--- config.mk ---
export PLATFORM = sky130hd
export DESIGN_NAME = mem_port_arbiter
export DESIGN_NICKNAME = d
export VERILOG_FILES = /design/src/rtl/mem_port_arbiter.sv
export SDC_FILE = /design/constraint.sdc
export NUM_CORES = 1
export LEC_CHECK = 0
export ABC_AREA = 0
export CAP_MARGIN = 10
export CORE_MARGIN = 2
export CORE_UTILIZATION = 40
export DETAILED_ROUTE_END_ITERATION = 8
export GPL_TIMING_DRIVEN = 0
export PLACE_DENSITY = 0.84
export SLEW_MARGIN = 0
export SYNTH_ARGS = -nofsm -noshare
export SYNTH_HDL_FRONTEND = slang
export SYNTH_SLANG_ARGS = --single-unit
export TNS_END_PERCENT = 20
--- constraint.sdc ---
create_clock -name clk -period 4.63 [get_ports clk]
set_input_delay 0.926 -clock clk [delete_from_list [all_inputs] [get_ports clk]]
set_output_delay 0.926 -clock clk [all_outputs]
set_load 0.03 [all_outputs]
--- src/rtl/mem_port_arbiter.sv ---
// mem_port_arbiter: shares one single-ported memory with a fixed read latency
// between the instruction-fetch requester (I) and the load/store requester (D).
// At most one transaction is in flight; responses come back as per-requester
// one-cycle valid pulses.
//
// Optional build macro: ARB_ROUND_ROBIN_EN
//   undefined : fixed priority, D above I
//   defined   : on a simultaneous request the requester not granted last wins
//
// Ports:
//   clk, res                          clock (rising edge), async active-high reset
//   if_req/if_addr -> if_gnt          instruction read request and its grant
//   if_rvalid/if_rdata                instruction response pulse and word
//   d_req/d_wr/d_size/d_addr/d_wdata  data request fields
//   d_gnt                             data grant
//   d_rvalid/d_rdata                  data response pulse (rdata = 0 on writes)
//   mem_req/mem_wr/mem_size/mem_addr/mem_wdata   one-cycle memory access strobe
//   mem_rdata                         memory read data
//   busy                              a transaction is in progress
// Timing: grant in cycle N, mem_req in N+1, rvalid in N+1+MEM_LATENCY, next
// grant no earlier than N+2+MEM_LATENCY. mem_rdata is sampled at the
// MEM_LATENCY-th rising edge after the edge that launches mem_req.

module mem_port_arbiter #(
    parameter int unsigned ADDR_WIDTH  = 16,
    parameter int unsigned MEM_LATENCY = 1
) (
    input  logic                  clk,
    input  logic                  res,
    input  logic                  if_req,
    input  logic [31:0]           if_addr,
    output logic                  if_gnt,
    output logic                  if_rvalid,
    output logic [31:0]           if_rdata,
    input  logic                  d_req,
    input  logic                  d_wr,
    input  logic [1:0]            d_size,
    input  logic [31:0]           d_addr,
    input  logic [31:0]           d_wdata,
    output logic                  d_gnt,
    output logic                  d_rvalid,
    output logic [31:0]           d_rdata,
    output logic                  mem_req,
    output logic                  mem_wr,
    output logic [1:0]            mem_size,
    output logic [ADDR_WIDTH-1:0] mem_addr,
    output logic [31:0]           mem_wdata,
    input  logic [31:0]           mem_rdata,
    output logic                  busy
);

    localparam int unsigned      CNT_W     = 4;
    localparam logic [CNT_W-1:0] CNT_LOAD  = CNT_W'(MEM_LATENCY - 1);
    localparam bit               LAT_ONE   = (MEM_LATENCY == 1);
    localparam logic [1:0]       SIZE_WORD = 2'd2;

    typedef enum logic [1:0] {
        ST_IDLE,
        ST_ISSUE,
        ST_WAIT
    } state_t;

    state_t           state;
    logic [CNT_W-1:0] cnt;
    logic             owner_d;   // 1 = D owns the transaction, 0 = I
    logic             cap_wr;    // transaction is a write: respond with 0
    logic             resp_fire; // sample mem_rdata at this edge

`ifdef ARB_ROUND_ROBIN_EN
    logic             last_d;    // last grant went to D
`endif

    // Upper requester address bits are intentionally dropped.
    logic unused_addr_bits;
    assign unused_addr_bits = ^{if_addr[31:ADDR_WIDTH], d_addr[31:ADDR_WIDTH]};

    // Grant decode: only in IDLE and never while reset is applied.
    always_comb begin
        if_gnt = 1'b0;
        d_gnt  = 1'b0;
        if (!res && state == ST_IDLE) begin
`ifdef ARB_ROUND_ROBIN_EN
            if (d_req && if_req) begin
                d_gnt  = !last_d;
                if_gnt = last_d;
            end else begin
                d_gnt  = d_req;
                if_gnt = if_req;
            end
`else
            d_gnt  = d_req;
            if_gnt = if_req && !d_req;
`endif
        end
    end

    // The sampling edge is the one that makes the counter reach 0, so the
    // response pulse lands in the last busy cycle.
    assign resp_fire = (state == ST_ISSUE && LAT_ONE) ||
                       (state == ST_WAIT && cnt == CNT_W'(1));

    // Transaction FSM with registered memory-side outputs.
    always_ff @(posedge clk or posedge res) begin
        if (res) begin
            state     <= ST_IDLE;
            cnt       <= '0;
            owner_d   <= 1'b0;
            cap_wr    <= 1'b0;
            busy      <= 1'b0;
            mem_req   <= 1'b0;
            mem_wr    <= 1'b0;
            mem_size  <= '0;
            mem_addr  <= '0;
            mem_wdata <= '0;
`ifdef ARB_ROUND_ROBIN_EN
            last_d    <= 1'b0;
`endif
        end else begin
            mem_req   <= 1'b0;
            mem_wr    <= 1'b0;
            mem_size  <= '0;
            mem_addr  <= '0;
            mem_wdata <= '0;
            case (state)
                ST_IDLE: begin
                    if (d_gnt) begin
                        state     <= ST_ISSUE;
                        busy      <= 1'b1;
                        owner_d   <= 1'b1;
                        cap_wr    <= d_wr;
                        mem_req   <= 1'b1;
                        mem_wr    <= d_wr;
                        mem_size  <= d_size;
                        mem_addr  <= d_addr[ADDR_WIDTH-1:0];
                        mem_wdata <= d_wdata;
`ifdef ARB_ROUND_ROBIN_EN
                        last_d    <= 1'b1;
`endif
                    end else if (if_gnt) begin
                        state     <= ST_ISSUE;
                        busy      <= 1'b1;
                        owner_d   <= 1'b0;
                        cap_wr    <= 1'b0;
                        mem_req   <= 1'b1;
                        mem_size  <= SIZE_WORD;
                        mem_addr  <= if_addr[ADDR_WIDTH-1:0];
`ifdef ARB_ROUND_ROBIN_EN
                        last_d    <= 1'b0;
`endif
                    end
                end
                ST_ISSUE: begin
                    cnt   <= CNT_LOAD;
                    state <= ST_WAIT;
                end
                ST_WAIT: begin
                    if (cnt != '0) begin
                        cnt <= cnt - CNT_W'(1);
                    end else begin
                        state <= ST_IDLE;
                        busy  <= 1'b0;
                    end
                end
                default: begin
                    state <= ST_IDLE;
                    busy  <= 1'b0;
                end
            endcase
        end
    end

    // Response pulses; rdata holds its value between pulses.
    always_ff @(posedge clk or posedge res) begin
        if (res) begin
            if_rvalid <= 1'b0;
            d_rvalid  <= 1'b0;
            if_rdata  <= '0;
            d_rdata   <= '0;
        end else begin
            if_rvalid <= 1'b0;
            d_rvalid  <= 1'b0;
            if (resp_fire) begin
                if (owner_d) begin
                    d_rvalid <= 1'b1;
                    d_rdata  <= cap_wr ? 32'd0 : mem_rdata;
                end else begin
                    if_rvalid <= 1'b1;
                    if_rdata  <= mem_rdata;
                end
            end
        end
    end

endmodule

==> impl_metrics.tcl <==
set metrics [dict create \
    clk_pin_slew_ns 0.05 \
    crit_fanout 10 \
    holdPathEnd "busy" \
    ys_types 31 \
    routed_wl_mm 13.5 \
    slew_violations 0 \
    layout-drive-gt1-share 0.130 \
    r2r_setup_slack_ns 2.59 \
    fin_skew_ns 0.00394 \
    antenna_found_initial 0 \
    ys_seq_area_frac 0.642 \
    crit_path_end_kind "output pin" \
    synth.avg_cell_area_um2 14.4 \
    vias_per_cell 4.95 \
    power_mw 4.73 \
    coreArea_mm2 0.0121 \
    grt_max_degree 66 \
    regArea_mm2 0.00318 \
    worst-slew-pin-transition_ns 0.596 \
    routabilityCongestion 0.756 \
    crit_buf_inv 3 \
    vdd_drop_max_mv 0.268 \
    setup_viol 0 \
    nets 724 \
    synth-seq-cells 127 \
    crit_required_ns 3.70 \
    min_from "busy" \
    crit_top_cell "clkdlybuf4s50_1" \
    drv_cap 0 \
    io_pins 256 \
    clock-root-buffer "clkbuf_16" \
    power_density_mw_per_mm2 590 \
    port_buffers 223 \
    dieHeight_um 115 \
    fin_crit_sh 0.921 \
    path_delay_family "buffers and inverters" \
    period_minus_slack_ns 4.27 \
    die_x_um 115 \
    clkSinkCount 127 \
    nFillCells 865 \
    multi_input_area_mm2 0.00157 \
    ant_nets 0 \
    crit_chain "clkdlybuf4s50_1 -> nor3_2 -> and3b_1 -> clkbuf_1 -> clkdlybuf4s50_1" \
    cts_tree "built" \
    cts_buffer_depth 2 \
    hold_viol_final 0 \
    grt_pass1_wl_mm 21.3 \
    hpwl_mm 9.97 \
    whs_path_depth 1 \
    syn-cell-area_mm2 0.00495 \
    drc 0 \
    area_delta_synth_final_pct 61.9 \
    slowest_stage "clkdlybuf4s50_1" \
    first_pass_iters 4 \
    crit_start "res" \
    worstSetupStartpointType "input port" \
    criticalPathCategory "input port to output pin" \
    status "finished clean" \
    post-cts-setup-buffer-count 0 \
    antenna_cells 0 \
    synthCells 344 \
    yosys_warnings 0 \
    hold_class "flip-flop to flip-flop" \
    slowest_delay_ns 0.77 \
    max_freq_mhz 234 \
    power.leakage_nw 3.62 \
    r2r_end "if_rdata[11]" \
    gr-total-overflow 0 \
    die-area_mm2 0.0133 \
    cts_buffers 17 \
    cts_resized 0 \
    r2r_cells 8 \
    fin_util 0.664 \
    track_usage 0.211 \
    htreeDepth 4 \
    hold_buffers 0 \
    synthesis.nets 481 \
    slew_headroom 0.601 \
    grt_pass1_vias 4098 \
    wl_per_cell_um 17.5 \
    start_util 0.410 \
    rsz0062_at_grt "no" \
    rows 40 \
    clkLatencyLatePin_ns 0.40 \
    num_vias 3798 \
    crit-reg2reg-launch "cnt[1]" \
    drt-initial-drc-count 227 \
    cp.arrival_ns 3.34 \
]
-- cell families (layout without fill, tap and decap cells) --
| group | after synthesis | in the layout | synth area share |
|---|---|---|---|
| mux | 32 | 32 | 0.0948 |
| fa+ha+maj | 2 | 2 | 0.00505 |
| flops | 127 | 127 | 0.642 |
| simple gates | 80 | 80 | 0.111 |
| buf+inv | 36 | 292 | 0.0415 |
| compound gates | 67 | 67 | 0.106 |
-- worst max-delay path by stage --
| stage | endpoint | depth (start not counted) | slack [ns] |
|---|---|---|---|
| floorplan | busy | 1 | 0.32 |
| global placement | mem_wdata[0] | 2 | -1.33 |
| finish | if_gnt | 5 | 0.36 |
| global route | if_gnt | 5 | 0.23 |
| CTS | if_gnt | 5 | 0.31 |
| detailed placement | if_gnt | 5 | 0.31 |
-- through the flow --
step / TNS [ns] / instances / worst slack (ns) / cell area [µm²] / hold slack, ns
after global placement: -168.49 / 735 / -1.33 / 7390 / 0.463
after floorplan: 0 / 344 / 0.320 / 4950 / 0.508
final: 0 / 768 / 0.365 / 8010 / 0.488
after CTS: 0 / 768 / 0.306 / 8010 / 0.492
after detailed placement: 0 / 736 / 0.308 / 7420 / 0.473
after global routing: 0 / 768 / 0.228 / 8010 / 0.505
-- layer usage --
layer | global-route usage | vias to the layer above | wire (µm)
met4 | 0.0867 | 0 | 233
met3 | 0.0970 | 18 | 1340
met5 | 0 | - | 0
met1 | 0.235 | 1879 | 5130
met2 | 0.353 | 175 | 6760
li1 | - | 1726 | -
-- cell usage after synthesis --
cell,count,area [µm²]
a21o_1,4,30.0
a21oi_1,1,5.00
a22o_1,16,140
a31o_2,1,8.76
and2_1,1,6.26
and3_1,34,213
and3b_1,1,8.76
buf_12,3,60.1
buf_2,5,25.0
buf_6,2,22.5
clkbuf_1,17,63.8
dfrtp_1,127,3180
ha_1,2,25.0
inv_1,9,33.8
mux2_2,3,33.8
mux2_4,29,435
nand2_1,2,7.51
nand2b_1,8,50.1
nand2b_4,1,13.8
nand3_1,2,10.0
nand3b_1,26,195
nor2_1,2,7.51
nor2_8,1,20.0
nor3_2,1,10.0
o211ai_1,1,7.51
o21ai_0,14,70.1
o21bai_1,1,7.51
o2bb2ai_1,26,228
o31ai_1,2,15.0
o41a_1,1,11.3
or4_1,1,7.51
-- area by class of cell --
class                           count  area share
Tap cell                          168      0.0262
Timing Repair Buffer              224       0.282
Clock inverter                     12      0.0178
Clock buffer                       20      0.0557
Inverter                            9     0.00484
Multi-Input combinational cell    181       0.195
Buffer                             27      0.0214
Sequential cell                   127       0.397
-- power breakdown --
group | leakage [nW] | switching (mW) | internal, mW
clock | 0.285 | 0.468 | 0.854
sequential | 1.64 | 0.171 | 1.41
combinational | 1.70 | 0.959 | 0.875
-- layout by cell type, fill, tap and decap left out, types with 8 or more instances in the layout --
cell             Yosys  routed
a22o_1              16      16
and3_1              34      34
clkbuf_1            17      19
clkbuf_16            0      17
clkdlybuf4s50_1      0     223
dfrtp_1            127     127
inv_1                9       8
mux2_4              29      29
nand2b_1             8       8
nand3b_1            26      26
o21ai_0             14      14
o2bb2ai_1           26      26
-- state kept, by name, indices dropped and copies added, names as in the netlist, 2 cells and up --
register	cells
cnt	4
state	2
if_rdata	32
mem_addr	16
mem_size	2
d_rdata	32
mem_wdata	32
(Power assumes the default switching activity.)
